==> config.mk <==
export PLATFORM = sky130hd
export DESIGN_NAME = pipe_sim_flat
export DESIGN_NICKNAME = d
export VERILOG_FILES = /design/src/rtl/pipe_sim_pkg.sv /design/src/rtl/pipe_sim_if.sv /design/src/rtl/pipe_sim_stage.sv /design/src/rtl/pipe_sim.sv /design/src/flat_wrapper.sv
export SDC_FILE = /design/constraint.sdc
export NUM_CORES = 1
export LEC_CHECK = 0
export BUFFER_PORTS_ARGS = -buffer_cell sky130_fd_sc_hd__buf_2
export CORE_MARGIN = 2
export CORE_UTILIZATION = 45
export DETAILED_ROUTE_END_ITERATION = 10
export REMOVE_ABC_BUFFERS = 1
export SLEW_MARGIN = 20
export SYNTH_ARGS = -nofsm -noshare
export SYNTH_HDL_FRONTEND = slang
export SYNTH_HIERARCHICAL = 1
export SYNTH_SLANG_ARGS = --single-unit
==> constraint.sdc <==
create_clock -name clk -period 2.2 [get_ports clk]
set_input_delay 0.33 -clock clk [delete_from_list [all_inputs] [get_ports clk]]
set_output_delay 0.33 -clock clk [all_outputs]
set_load 0.03 [all_outputs]
==> src/rtl/pipe_sim_pkg.sv <==
// pipe_sim_pkg: shared stage record, defaults and execute function for pipe_sim.
package pipe_sim_pkg;
  localparam int DATA_W_DEF = 32;
  localparam int LOAD_LAT_DEF = 2;
  typedef struct packed {
    logic valid;
    logic is_load;
    logic [DATA_W_DEF-1:0] data;
  } stage_t;
  function automatic stage_t exec_result(stage_t s);
    stage_t r;
    r = s;
    r.data = s.valid && !s.is_load ? s.data + 1'b1 : s.data;
    return r;
  endfunction
endpackage

==> src/rtl/pipe_sim_if.sv <==
// pipe_sim_if: beat input and retire output bundle of pipe_sim.
interface pipe_sim_if import pipe_sim_pkg::*; #(parameter int DATA_W = DATA_W_DEF);
  logic valid_in;
  logic [DATA_W-1:0] data_in;
  logic is_load;
  logic ready_out;
  logic valid_out;
  logic [DATA_W-1:0] data_out;
  logic load_out;
  logic stall;
  modport master (output valid_in, data_in, is_load, input ready_out, valid_out, data_out, load_out, stall);
  modport slave (input valid_in, data_in, is_load, output ready_out, valid_out, data_out, load_out, stall);
endinterface

==> src/rtl/pipe_sim_stage.sv <==
// pipe_sim_stage: one pipeline register slice with hold and bubble insertion.
module pipe_sim_stage import pipe_sim_pkg::*; (
  input  logic   clk,
  input  logic   rst_n,
  input  logic   hold,
  input  logic   bubble,
  input  stage_t d,
  output stage_t q
);
  always_ff @(posedge clk or negedge rst_n)
    if (!rst_n) q <= '0;
    else if (!hold) q <= bubble ? '0 : d;
endmodule

==> src/rtl/pipe_sim.sv <==
// pipe_sim: four-stage in-order pipeline with load hold in S2.
// Optional PIPE_SIM_PERF_CNT_EN adds retire_cnt/stall_cnt counters.
module pipe_sim import pipe_sim_pkg::*; #(
  parameter int DATA_W = DATA_W_DEF,
  parameter int LOAD_LAT = LOAD_LAT_DEF
) (
  input  logic clk,
  input  logic rst_n,
  pipe_sim_if.slave bus
`ifdef PIPE_SIM_PERF_CNT_EN
  ,
  output logic [31:0] retire_cnt,
  output logic [31:0] stall_cnt
`endif
);
  logic [3:0] cnt;
  logic stall;
  logic [DATA_W-1:0] in_data;
  stage_t s0_d, s0_q, s1_q, s2_q, s3_d, s3_q;
  assign stall = cnt != 4'd0;
  assign in_data = bus.data_in;
  assign s0_d = '{valid: 1'b1, is_load: bus.is_load, data: in_data};
  assign s3_d = exec_result(s2_q);
  pipe_sim_stage u_s0 (.clk(clk), .rst_n(rst_n), .hold(stall), .bubble(!bus.valid_in), .d(s0_d), .q(s0_q));
  pipe_sim_stage u_s1 (.clk(clk), .rst_n(rst_n), .hold(stall), .bubble(1'b0), .d(s0_q), .q(s1_q));
  pipe_sim_stage u_s2 (.clk(clk), .rst_n(rst_n), .hold(stall), .bubble(1'b0), .d(s1_q), .q(s2_q));
  pipe_sim_stage u_s3 (.clk(clk), .rst_n(rst_n), .hold(1'b0), .bubble(stall), .d(s3_d), .q(s3_q));
  // A load moving from S1 into S2 arms the hold; the front freezes until it drains.
  always_ff @(posedge clk or negedge rst_n)
    if (!rst_n) cnt <= '0;
    else if (stall) cnt <= cnt - 4'd1;
    else if (s1_q.valid && s1_q.is_load) cnt <= 4'(LOAD_LAT - 1);
  assign bus.ready_out = !stall;
  assign bus.stall = stall;
  assign bus.valid_out = s3_q.valid;
  assign bus.data_out = s3_q.data;
  assign bus.load_out = s3_q.is_load;
`ifdef PIPE_SIM_PERF_CNT_EN
  always_ff @(posedge clk or negedge rst_n)
    if (!rst_n) begin
      retire_cnt <= '0;
      stall_cnt <= '0;
    end else begin
      retire_cnt <= retire_cnt + 32'(s3_q.valid);
      stall_cnt <= stall_cnt + 32'(stall);
    end
`endif
endmodule

==> src/flat_wrapper.sv <==
// flat-port wrapper written by rule: the top's interface ports become plain ports
module pipe_sim_flat import pipe_sim_pkg::*;
#(
  parameter int DATA_W = DATA_W_DEF,
  parameter int LOAD_LAT = LOAD_LAT_DEF
)
  (clk, rst_n, bus_valid_in, bus_data_in, bus_is_load, bus_ready_out, bus_valid_out, bus_data_out, bus_load_out, bus_stall);
  pipe_sim_if #(.DATA_W(DATA_W)) bus_i ();
  input  logic clk;
  input  logic rst_n;
  input wire logic [$bits(bus_i.valid_in)-1:0] bus_valid_in;
  input wire logic [$bits(bus_i.data_in)-1:0] bus_data_in;
  input wire logic [$bits(bus_i.is_load)-1:0] bus_is_load;
  output wire logic [$bits(bus_i.ready_out)-1:0] bus_ready_out;
  output wire logic [$bits(bus_i.valid_out)-1:0] bus_valid_out;
  output wire logic [$bits(bus_i.data_out)-1:0] bus_data_out;
  output wire logic [$bits(bus_i.load_out)-1:0] bus_load_out;
  output wire logic [$bits(bus_i.stall)-1:0] bus_stall;
  assign bus_i.valid_in = bus_valid_in;
  assign bus_i.data_in = bus_data_in;
  assign bus_i.is_load = bus_is_load;
  assign bus_ready_out = bus_i.ready_out;
  assign bus_valid_out = bus_i.valid_out;
  assign bus_data_out = bus_i.data_out;
  assign bus_load_out = bus_i.load_out;
  assign bus_stall = bus_i.stall;
  pipe_sim #(.DATA_W(DATA_W), .LOAD_LAT(LOAD_LAT)) u_core (.clk(clk), .rst_n(rst_n), .bus(bus_i));
endmodule
==> Word-level counts from Yosys, hierarchy flattened <==
Cells that the tools add are included.
W data, S select, Z words.
{ "totals": {"ram_bits": 0, "inputBits": 36, "register_bits": 140, "romBits": 0, "latchBits": 0, "mem_count": 0, "wordCells": 26} }
{ "classes": {"n_shift": 0, "n_div": 0, "addsub": 2, "multipliers": 0, "muxes": 5, "bitwise_logic": 0, "n_eq_ne": 0, "reduce_logical": 6, "magnitude_cmp": 0} }
{ "op_table": {"columns": ["operator", "count"], "rows": [
  ["$mux W34", 2],
  ["$add A32 B1 Y32 const B", 1],
  ["$mux W32", 1],
  ["$mux W4", 2],
  ["$reduce_bool A4 Y1", 1],
  ["$sub A4 B1 Y4 const B", 1],
  ["$logic_and A1 B1 Y1", 2],
  ["$logic_not A1 Y1", 2],
  ["$reduce_bool A2 Y1", 1]
]} }

==> Logic depth before layout (Yosys ltp) <==
Gate-level depths: netlist (run 1).
{ "logic_depth": {"ltp_word": 4, "mapped_depth": 8, "mapped_depth_nobuf": 7} }

==> Cells and area by module <==
The synthesis (run 1) kept the hierarchy.
{ "by_module_without_submodules": {"columns": ["module", "seq_area_each_um2", "cells_per_inst", "area_each_um2", "instances"], "rows": [
  ["pipe_sim_stage", 850.8, 145, 1423.9, 4],
  ["pipe_sim", 100.1, 130, 939.7, 1]
]} }

==> Worst setup path after synthesis (run 1) <==
No wires, ideal clock.
{ "synth_timing": {"path_type": "flip-flop to flip-flop", "start": "register u_core.cnt[3]", "end": "register u_core/u_s2/q[12] (netlist name)", "synth_period_minus_slack_ps": 2912, "arrival_ps": 2789, "t_required_ps": 2076, "path_slack_ps": -712, "path_stages_with_launch": 7, "path_buffers": 2, "cell_sequence": "dfrtp_1 nor4_1 inv_1 buf_4 buf_6 nand2_1 o21ai_1"} }
{ "synth_between": {"elab_chain_cells": 1} }
{ "synth_rtl": {"columns": ["element", "line_no", "rtl"], "rows": [
  ["start: declaration", "pipe_sim.sv:16", "logic [3:0] cnt;"],
  ["start signal: assignment", "pipe_sim.sv:31", "else if (stall) cnt <= cnt - 4'd1;"],
  ["start signal: assignment", "pipe_sim.sv:32", "else if (s1_q.valid && s1_q.is_load) cnt <= 4'(LOAD_LAT - 1);"],
  ["$reduce_bool A4 Y1", "pipe_sim.sv:20", "assign stall = cnt != 4'd0;"],
  ["via bus_stall", "flat_wrapper.sv:18", "output wire logic [$bits(bus_i.stall)-1:0] bus_stall;"],
  ["end signal: assignment", "pipe_sim_stage.sv:12", "else if (!hold) q <= bubble ? '0 : d;"],
  ["end: declaration", "pipe_sim_stage.sv:8", "output stage_t q"]
]} }
The timed path passes the listed nets, and every way through them passes these cells.
A chain may end at the register's enable or synchronous reset.

==> Final worst setup path (run 1) <==
{ "layout_timing": {"start": "register u_core.cnt[3]", "end": "output bus_stall"} }
{ "layout_between": {"elab_chain_cells": 1} }
{ "layout_rtl": {"columns": ["element", "line_no"], "rows": [
  ["$reduce_bool A4 Y1", "pipe_sim.sv:20"],
  ["end: declaration", "flat_wrapper.sv:18"]
]} }
No other way between the ends.

==> results of run 1 <==
## cells by family (layout without fill, tap and decap cells)
logic type / count (synthesis) / count (layout) / share of synthesized area [%]
XOR/XNOR: 31 / 31 / 4.09
flip-flops: 140 / 140 / 52.8
adder cells (fa/ha/maj): 1 / 1 / 0.189
buffers and inverters: 51 / 122 / 4.77
other: 2 / 20 / 0.113
AND/OR/NAND/NOR: 345 / 345 / 27.2
AO/OA/AOI/OAI: 140 / 140 / 10.8
## worst max-delay path: stages, from the launching register on
cell and delay, ns:
dfrtp_1 0.41, nor4_1 0.30, buf_4 0.19, inv_6 0.15, buf_2 0.25
## cells in the mapped netlist (all sizes together), types with 2 or more instances
cell	instances
inv	8
a22o	4
and3	3
nand2b	133
nor4	4
nand4	7
xor2	20
conb	2
nor2	12
buf	42
nor3	15
xnor2	11
nand2	153
o21ai	134
dfrtp	140
or4	3
nand3	7
and4	2
## layer usage
layer	global-route usage [%]	part of all wire [%]	wire length [µm]
met1	24.1	48	6340
met5	0	0	0
met4	7.91	1.6	209
met3	4.36	3.3	432
met2	28.1	47	6180
## path summary, 6_finish.rpt
path	startpoint	end
setup / recovery	u_core/cnt[3]	bus_stall
hold / removal	bus_data_in[31]	u_core/u_s0/q[31]
setup reg to reg	u_core/u_s2/q[32]	u_core/u_s3/q[31]
hold reg to reg	u_core/u_s1/q[30]	u_core/u_s1/q[30]
max in group asynchronous	rst_n	u_core/u_s1/q[26]
min in group asynchronous	rst_n	u_core/u_s3/q[11]
## cell type report
type / count / area share, %
repair buffers: 82 / 6.21
multi-input cells: 537 / 37.0
clock buffers: 27 / 6.84
clock inverters: 5 / 1.61
inverters: 8 / 0.450
flip-flops and latches: 140 / 45.0
well taps: 184 / 2.95
## state kept, by name, indices dropped and copies added, names as in the netlist
signal         flops
u_core/cnt         4
u_core/u_s0/q     34
u_core/u_s1/q     34
u_core/u_s2/q     34
u_core/u_s3/q     34
## power by group through the flow
stage          clock network, mW  registers [mW]  logic (mW)
2_1_floorplan                  0            3.39       0.869
3_3_place_gp                   0            3.49        1.84
3_5_place_dp                   0            3.51        1.88
4_1_cts                     3.19            3.47        1.89
5_1_grt                     3.32            3.55        2.12
6_report                    3.13            3.47        1.87
## per-stage QoR
| step | setup WS (ns) | instances |
|---|---|---|
| 3_5_place_dp | 0.235 | 950 |
| 5_1_grt | 0.00494 | 983 |
| 4_1_cts | 0.118 | 983 |
| 2_1_floorplan | -2.79 | 685 |
| 3_3_place_gp | 0.278 | 950 |
| 6_report | 0.124 | 983 |
==> results.yml, run 1 <==
run_status:
  outcome: "finished, final reports clean"
clock_tree:
  cts_tree: "built"
  cts_root_buf: "clkbuf_16"
  cts_setup_buffers: 0
  cts.clk_slew.worst_paths_ns: 0.05
  cts_buffers: 17
  clockBufferDepth: 2
  clkLatencyLatePin_ns: 0.42
  cts.sinks: 140
  cts_resized: 0
  htree_levels: 4
  hold_buffers: 1
cells_and_area:
  diodes: 0
  most-common-layout-cells: "nand2_1, dfrtp_1, nand2b_1"
  syn2layout_area_growth_pct: 17.5
  fillers: 1345
  final_common_cell: "nand2_1"
  layout-drive-gt1-share_pct: 16.4
  nets: 823
  final_area_um2: 7790
  finalCoreUtilization_pct: 53.8
  regArea_um2: 3500
  multiInputGateArea_um2: 2880
floorplanning:
  die_w_um: 125
  core-area_um2: 14500
  start_util_pct: 45.8
  std_cell_rows: 44
  die_height_um: 125
  io_pins: 72
  fp.dieArea_um2: 15700
power:
  power_density_nw_per_um2: 1090
  pwr-share-comb_pct: 22.1
  p_leak_nw: 3.54
  power_mw: 8.46
  p_int_mw: 5.84
  power.switching_mw: 2.63
  switching_share_pct: 31.0
  ir_drop_mv: 0.682
  power.share.sequential_pct: 41.0
  clkPwrFrac_pct: 36.9
setup_path:
  path_class: "reg2out"
  end_kind: "primary output"
  reg2reg_slack_ns: 0.22
  crit_path_max_fanout: 67
  worstSetupStartpointType: "flop"
  required_ns: 1.87
  critPathArrivalTime_ns: 1.75
  r2r_cells: 5
drt:
  routed_via_density: 4.87
  wl_mm: 13.2
  firstDrtPassIters: 4
  remaining_drc_errors: 0
  ant_nets: 0
  vias: 4786
  drtIter0Drc: 252
  wire_per_inst_um: 13.4
timing:
  fin_crit_sh_pct: 94.4
  max_slew_margin_pct: 66.1
  max_freq_mhz: 482
  rsz0062_at_grt: "no"
  slew_viol_final: 0
  clock_skew_ns: 0.0114
  setup_tns_ns: 0
  period_needed_ns: 2.08
  hold_slack_ns: 0.130
  setup_viol: 0
  worstMarginPinSlew_ns: 0.509
  hold_violations: 0
logic_synthesis:
  ys_seq_area_share_pct: 52.8
  ys_ff_latch: 140
  synth-main-ff-cell: "dfrtp_1"
  synth_top_area_share_pct: 52.8
  ys_top_cells_by_area: "dfrtp_1, nand2b_1, o21ai_1, nand2_1, xor2_1"
  ys_types: 35
  avgSynthCellArea_um2: 9.35
  synth_edf_count: 0
  yosys_warnings: 6
  synthCells: 710
  yosys.area.top_type: "dfrtp_1"
  synth_area_um2: 6640
  async_flop_share_pct: 100
global_route:
  grt_pass1_vias: 4662
  antenna_found_initial: 0
  grt_max_degree: 68
  overflow: 0
  grt_pass1_wl_mm: 22.8
  gr-usage-all-layers_pct: 18.0
place:
  port_buffers: 71
  place_area_um2: 7130
  hpwlAfterDp_mm: 9.01
  routabilityCongestion: 0.817
min_path:
  hold-path-cell-count: 2
  hold_class: "in2reg"
flow_run:
  cap_violations: 0
Power figures use the tool's default switching activity.
==> inputs of run 2 (changes only) <==
==> constraint.sdc (replaced) <==
create_clock -name clk -period 2.3 [get_ports clk]
set_input_delay 0.345 -clock clk [delete_from_list [all_inputs] [get_ports clk]]
set_output_delay 0.345 -clock clk [all_outputs]
set_load 0.03 [all_outputs]
==> results.yml, run 2 (synthesized netlist as in run 1, its figures left out) <==
timing:
  setup_viol: 0
  rsz0062_at_grt: "no"
  worst_slack_ns: 0.144
  hold_violations: 0
  slew_viol_final: 0
  max_freq_mhz: 464
  clock_skew_ns: 0.00689
  period_needed_ns: 2.16
  fin_crit_sh_pct: 93.7
power:
  ir_drop_mv: 0.514
  power.share.sequential_pct: 42.9
  power_density_nw_per_um2: 1000
  power.switching_mw: 2.57
  p_leak_nw: 3.48
  pwr-share-comb_pct: 22.8
  switching_share_pct: 33.3
  p_int_mw: 5.15
  clkPwrFrac_pct: 34.2
place:
  placedCellCount: 949
  hpwlAfterDp_mm: 8.65
  port_buffers: 71
  routabilityCongestion: 0.774
  post-place-ws_ns: 0.281
flow_run:
  cap_violations: 0
global_route:
  grt_pass1_vias: 4616
  overflow: 0
  antenna_found_initial: 0
  grt_max_degree: 86
  gr-usage-all-layers_pct: 17.4
  grt_pass1_wl_mm: 22.2
setup_path:
  reg2reg_from: "u_core/u_s2/q[32]"
  reg2reg_slack_ns: 0.27
  r2r-end: "u_core/u_s3/q[31]"
  crit_path_max_incr_delay_ns: 0.40
  worstSetupStartpointType: "flop"
  r2r_cells: 5
  end_kind: "primary output"
  crit_path_max_fanout: 85
  critPathArrivalTime_ns: 1.81
  required_ns: 1.96
  crit_path_end: "bus_stall"
  path_class: "reg2out"
  crit_path_start: "u_core/cnt[3]"
  slowest_stage: "dfrtp_1"
  path_cells: "nor4_1 -> buf_4 -> inv_8 -> buf_2"
cells_and_area:
  nets: 822
  most-common-layout-cells: "nand2_1, dfrtp_1, nand2b_1"
  diodes: 0
  final_common_cell: "nand2_1"
  syn2layout_area_growth_pct: 15.9
  final_cells: 982
  layout-drive-gt1-share_pct: 16.5
drt:
  wl_mm: 12.7
  remaining_drc_errors: 0
  ant_nets: 0
  wire_per_inst_um: 12.9
  drtIter0Drc: 266
  routed_via_density: 4.80
  vias: 4718
  firstDrtPassIters: 4
clock_tree:
  cts_tree: "built"
  cts.sinks: 140
  clkLatencyLatePin_ns: 0.42
  clockBufferDepth: 2
  htree_levels: 4
  cts.clk_slew.worst_paths_ns: 0.06
  cts_root_buf: "clkbuf_16"
  cts_buffers: 17
floorplanning:
  fp.dieArea_um2: 15700
  core-area_um2: 14500
  die_w_um: 125
  start_util_pct: 45.8
  std_cell_rows: 44
  io_pins: 72
  die_height_um: 125
run_status:
  outcome: "finished, final reports clean"
min_path:
  hold_class: "in2reg"
-- run 2: cell count changes in the layout (fill, tap and decap cells not counted), moves of 2 or more --
| cell | previous run | this run |
|---|---|---|
| clkbuf_1 | 3 | 1 |
| clkbuf_8 | 7 | 0 |
| bufinv_16 | 4 | 2 |
| inv_6 | 1 | 3 |
| clkinvlp_4 | 0 | 4 |
| clkinv_2 | 1 | 4 |
-- run 2: layout make-up --
type / count / area (µm²)
Clock buffer: 18 / 429
Multi-Input combinational cell: 537 / 2880
Timing Repair Buffer: 81 / 464
Sequential cell: 140 / 3500
Fill cell: 1401 / 6790
Tap cell: 184 / 230
Clock inverter: 14 / 145
Inverter: 8 / 37.5
-- run 2: routing by layer --
layer	GRT usage (%)	wire [µm]	vias up
met5	0	0	-
met4	7.19	256	0
met3	4.11	453	22
met2	26.8	5830	75
met1	23.8	6150	2170
li1	-	-	2451
-- run 2: timing repair --
| action | CTS | global route |
|---|---|---|
| hold buffers | 1 | 0 |
| buffers inserted | 0 | 0 |
| endpoints found under the hold margin | 41 | 0 |
| endpoints found under the setup margin | 0 | 1 |
| resized for setup | 0 | 1 |
-- run 2: critical path: cells and delay by family (launching register included) --
| family | cells | cell delay, ns |
|---|---|---|
| flip-flops | 1 | 0.40 |
| buffers and inverters | 3 | 0.57 |
| AND/OR/NAND/NOR | 1 | 0.35 |
-- run 2: power groups by stage --
stage,combinational (mW),clock (mW),sequential [mW]
floorplan,0.837,0,3.25
global placement,1.74,0,3.33
detailed placement,1.77,0,3.35
CTS,1.78,2.71,3.31
global route,2.00,2.82,3.39
finish,1.76,2.64,3.31
-- run 2: worst min path at each step --
stage | from | endpoint | slack, ns | cells after the start
finish | bus_data_in[31] | u_core/u_s0/q[31] | 0.14 | 2
global route | bus_data_in[31] | u_core/u_s0/q[31] | 0.13 | 2
CTS | bus_data_in[31] | u_core/u_s0/q[31] | 0.12 | 2
detailed placement | rst_n | u_core/cnt[2] | 0.30 | 1
global placement | rst_n | u_core/cnt[2] | 0.30 | 1
floorplan | rst_n | u_core/cnt[0] | 0.05 | 0
-- run 2: through the flow --
step	cell area, µm²	hold slack, ns	utilization [%]	total power, mW	TNS (ns)
floorplan	6420	0.0494	-	4.08	-356.43
global placement	7110	0.298	49.1	5.07	0
detailed placement	7110	0.300	49.1	5.12	0
CTS	7690	0.123	53.1	7.80	0
global route	7690	0.130	53.1	8.21	0
finish	7690	0.138	53.1	7.71	0
==> inputs of run 3 (changes only) <==
--- a/config.mk
+++ b/config.mk
@@ -5,7 +5,7 @@
 export SDC_FILE = /design/constraint.sdc
 export NUM_CORES = 1
 export LEC_CHECK = 0
-export BUFFER_PORTS_ARGS = -buffer_cell sky130_fd_sc_hd__buf_2
+export BUFFER_PORTS_ARGS = -buffer_cell sky130_fd_sc_hd__buf_4
 export CORE_MARGIN = 2
 export CORE_UTILIZATION = 45
 export DETAILED_ROUTE_END_ITERATION = 10
==> results.yml, run 3 (synthesized netlist as in run 1, its figures left out) <==
setup_path:
  crit_path_max_incr_delay_ns: 0.43
  reg2reg_slack_ns: 0.30
  r2r-end: "u_core/u_s3/q[25]"
  cp_top_family: "buffers and inverters"
  crit_path_max_fanout: 99
  cp_common_cell: "buf_4"
  required_ns: 1.96
  path_buf_inv: 3
  r2r_cells: 6
  critPathArrivalTime_ns: 1.79
  end_kind: "primary output"
  path_cells: "nor4_4 -> buf_4 -> inv_8 -> buf_4"
  worstSetupPathDepth: 4
  reg2reg_from: "u_core/u_s2/q[32]"
  worstSetupStartpointType: "flop"
  slowest_stage: "dfrtp_1"
  path_class: "reg2out"
clock_tree:
  cts.clk_slew.worst_paths_ns: 0.05
  cts_root_buf: "clkbuf_16"
  cts.sinks: 140
  clkLatencyLatePin_ns: 0.41
  clockBufferDepth: 2
  cts_tree: "built"
  cts_buffers: 17
  cts_setup_buffers: 0
  htree_levels: 4
drt:
  remaining_drc_errors: 0
  vias: 4745
  firstDrtPassIters: 4
  ant_nets: 0
  drtIter0Drc: 248
  wire_per_inst_um: 13.3
  routed_via_density: 4.84
  wl_mm: 13.0
global_route:
  grt_pass1_vias: 4789
  overflow: 0
  antenna_found_initial: 0
  grt_max_degree: 100
  gr-usage-all-layers_pct: 17.9
  grt_pass1_wl_mm: 22.8
run_status:
  outcome: "finished, final reports clean"
cells_and_area:
  regArea_um2: 3500
  layout-drive-gt1-share_pct: 16.1
  final_area_um2: 7880
  diodes: 0
  finalCoreUtilization_pct: 54.4
  multiInputGateArea_um2: 2900
  final_common_cell: "nand2_1"
  most-common-layout-cells: "nand2_1, dfrtp_1, nand2b_1"
  syn2layout_area_growth_pct: 18.8
  nets: 821
  fillers: 1342
floorplanning:
  io_pins: 72
  fp.dieArea_um2: 15700
  std_cell_rows: 44
  start_util_pct: 45.8
  die_w_um: 125
  core-area_um2: 14500
  die_height_um: 125
power:
  p_leak_nw: 3.52
  power_density_nw_per_um2: 993
  switching_share_pct: 31.9
  power.share.sequential_pct: 42.5
  power.switching_mw: 2.50
  clkPwrFrac_pct: 34.1
  power_mw: 7.83
  p_int_mw: 5.33
  ir_drop_mv: 0.509
  pwr-share-comb_pct: 23.4
min_path:
  hold-path-cell-count: 2
  hold_start: "bus_data_in[31]"
  hold_end: "u_core/u_s0/q[31]"
  hold_class: "in2reg"
timing:
  max_freq_mhz: 467
  worstMarginPinSlew_ns: 0.676
  max_slew_margin_pct: 54.9
  slew_viol_final: 0
  clock_skew_ns: 0.00638
  worst_slack_ns: 0.160
  hold_violations: 0
  rsz0062_at_grt: "no"
  setup_viol: 0
  period_needed_ns: 2.14
  fin_crit_sh_pct: 93.0
place:
  hpwlAfterDp_mm: 8.77
  port_buffers: 71
  post-place-ws_ns: 0.307
  routabilityCongestion: 0.794
  place_area_um2: 7270
flow_run:
  cap_violations: 0
[run 3: changes by cell type in the layout (fill, tap and decap cells not counted)]
cell and delta:
buf_2 -70, buf_4 +69, clkbuf_1 +3, clkbuf_8 +4, clkinv_2 -2, clkinv_4 -1
clkinvlp_4 -2, inv_6 -3, nor4_1 -1, nor4_4 +1
[run 3: worst register-to-register path, stage by stage (launching register included)]
cell,delay [ns]
dfrtp_1,0.40
nand2b_1,0.28
or4_4,0.63
nor3_1,0.23
xor2_1,0.16
nand2b_1,0.08
o21ai_1,0.14
[run 3: layout make-up]
class / count / area share, %
Tap cell: 184 / 2.92
Inverter: 8 / 0.476
Timing Repair Buffer: 80 / 8.02
Sequential cell: 140 / 44.5
Clock buffer: 25 / 6.29
Clock inverter: 6 / 1.08
Multi-Input combinational cell: 537 / 36.8
[run 3: worst max path at each step]
stage	startpoint	to	slack, ns
detailed placement	u_core/u_s2/q[32]	u_core/u_s3/q[31]	0.31
CTS	u_core/cnt[3]	bus_stall	0.07
global placement	u_core/u_s2/q[32]	u_core/u_s3/q[31]	0.34
floorplan	u_core/cnt[3]	u_core/u_s3/q[0]	-2.69
global route	u_core/cnt[3]	bus_stall	0.09
finish	u_core/cnt[3]	bus_stall	0.16
[run 3: metal layers]
| metal | track usage, % | up-vias | part of all wire [%] |
|---|---|---|---|
| met5 | 0 | - | 0 |
| met3 | 4.02 | 18 | 3.6 |
| met1 | 23.5 | 2204 | 48 |
| met2 | 29.0 | 82 | 47 |
| met4 | 6.67 | 0 | 1.6 |
| li1 | - | 2441 | - |
[run 3: power by group through the flow]
stage               registers [mW]  logic, mW  clock network [mW]
finish                        3.32       1.83                2.67
global route                  3.40       2.06                2.86
CTS                           3.32       1.84                2.74
detailed placement            3.36       1.83                   0
global placement              3.34       1.80                   0
floorplan                     3.25      0.837                   0
[run 3: repair_timing]
item | CTS | global route
endpoints found under the hold margin | 70 | 0
setup endpoints to repair | 1 | 1
resized for setup | 1 | 2
pin swaps | 0 | 0
hold buffers | 1 | 0
[run 3: per-stage QoR]
step	TNS, ns	hold slack, ns	std cells
floorplan	-356.43	0.0494	685
global placement	0	0.402	948
detailed placement	0	0.409	948
CTS	0	0.137	980
global route	0	0.132	980
finish	0	0.148	980
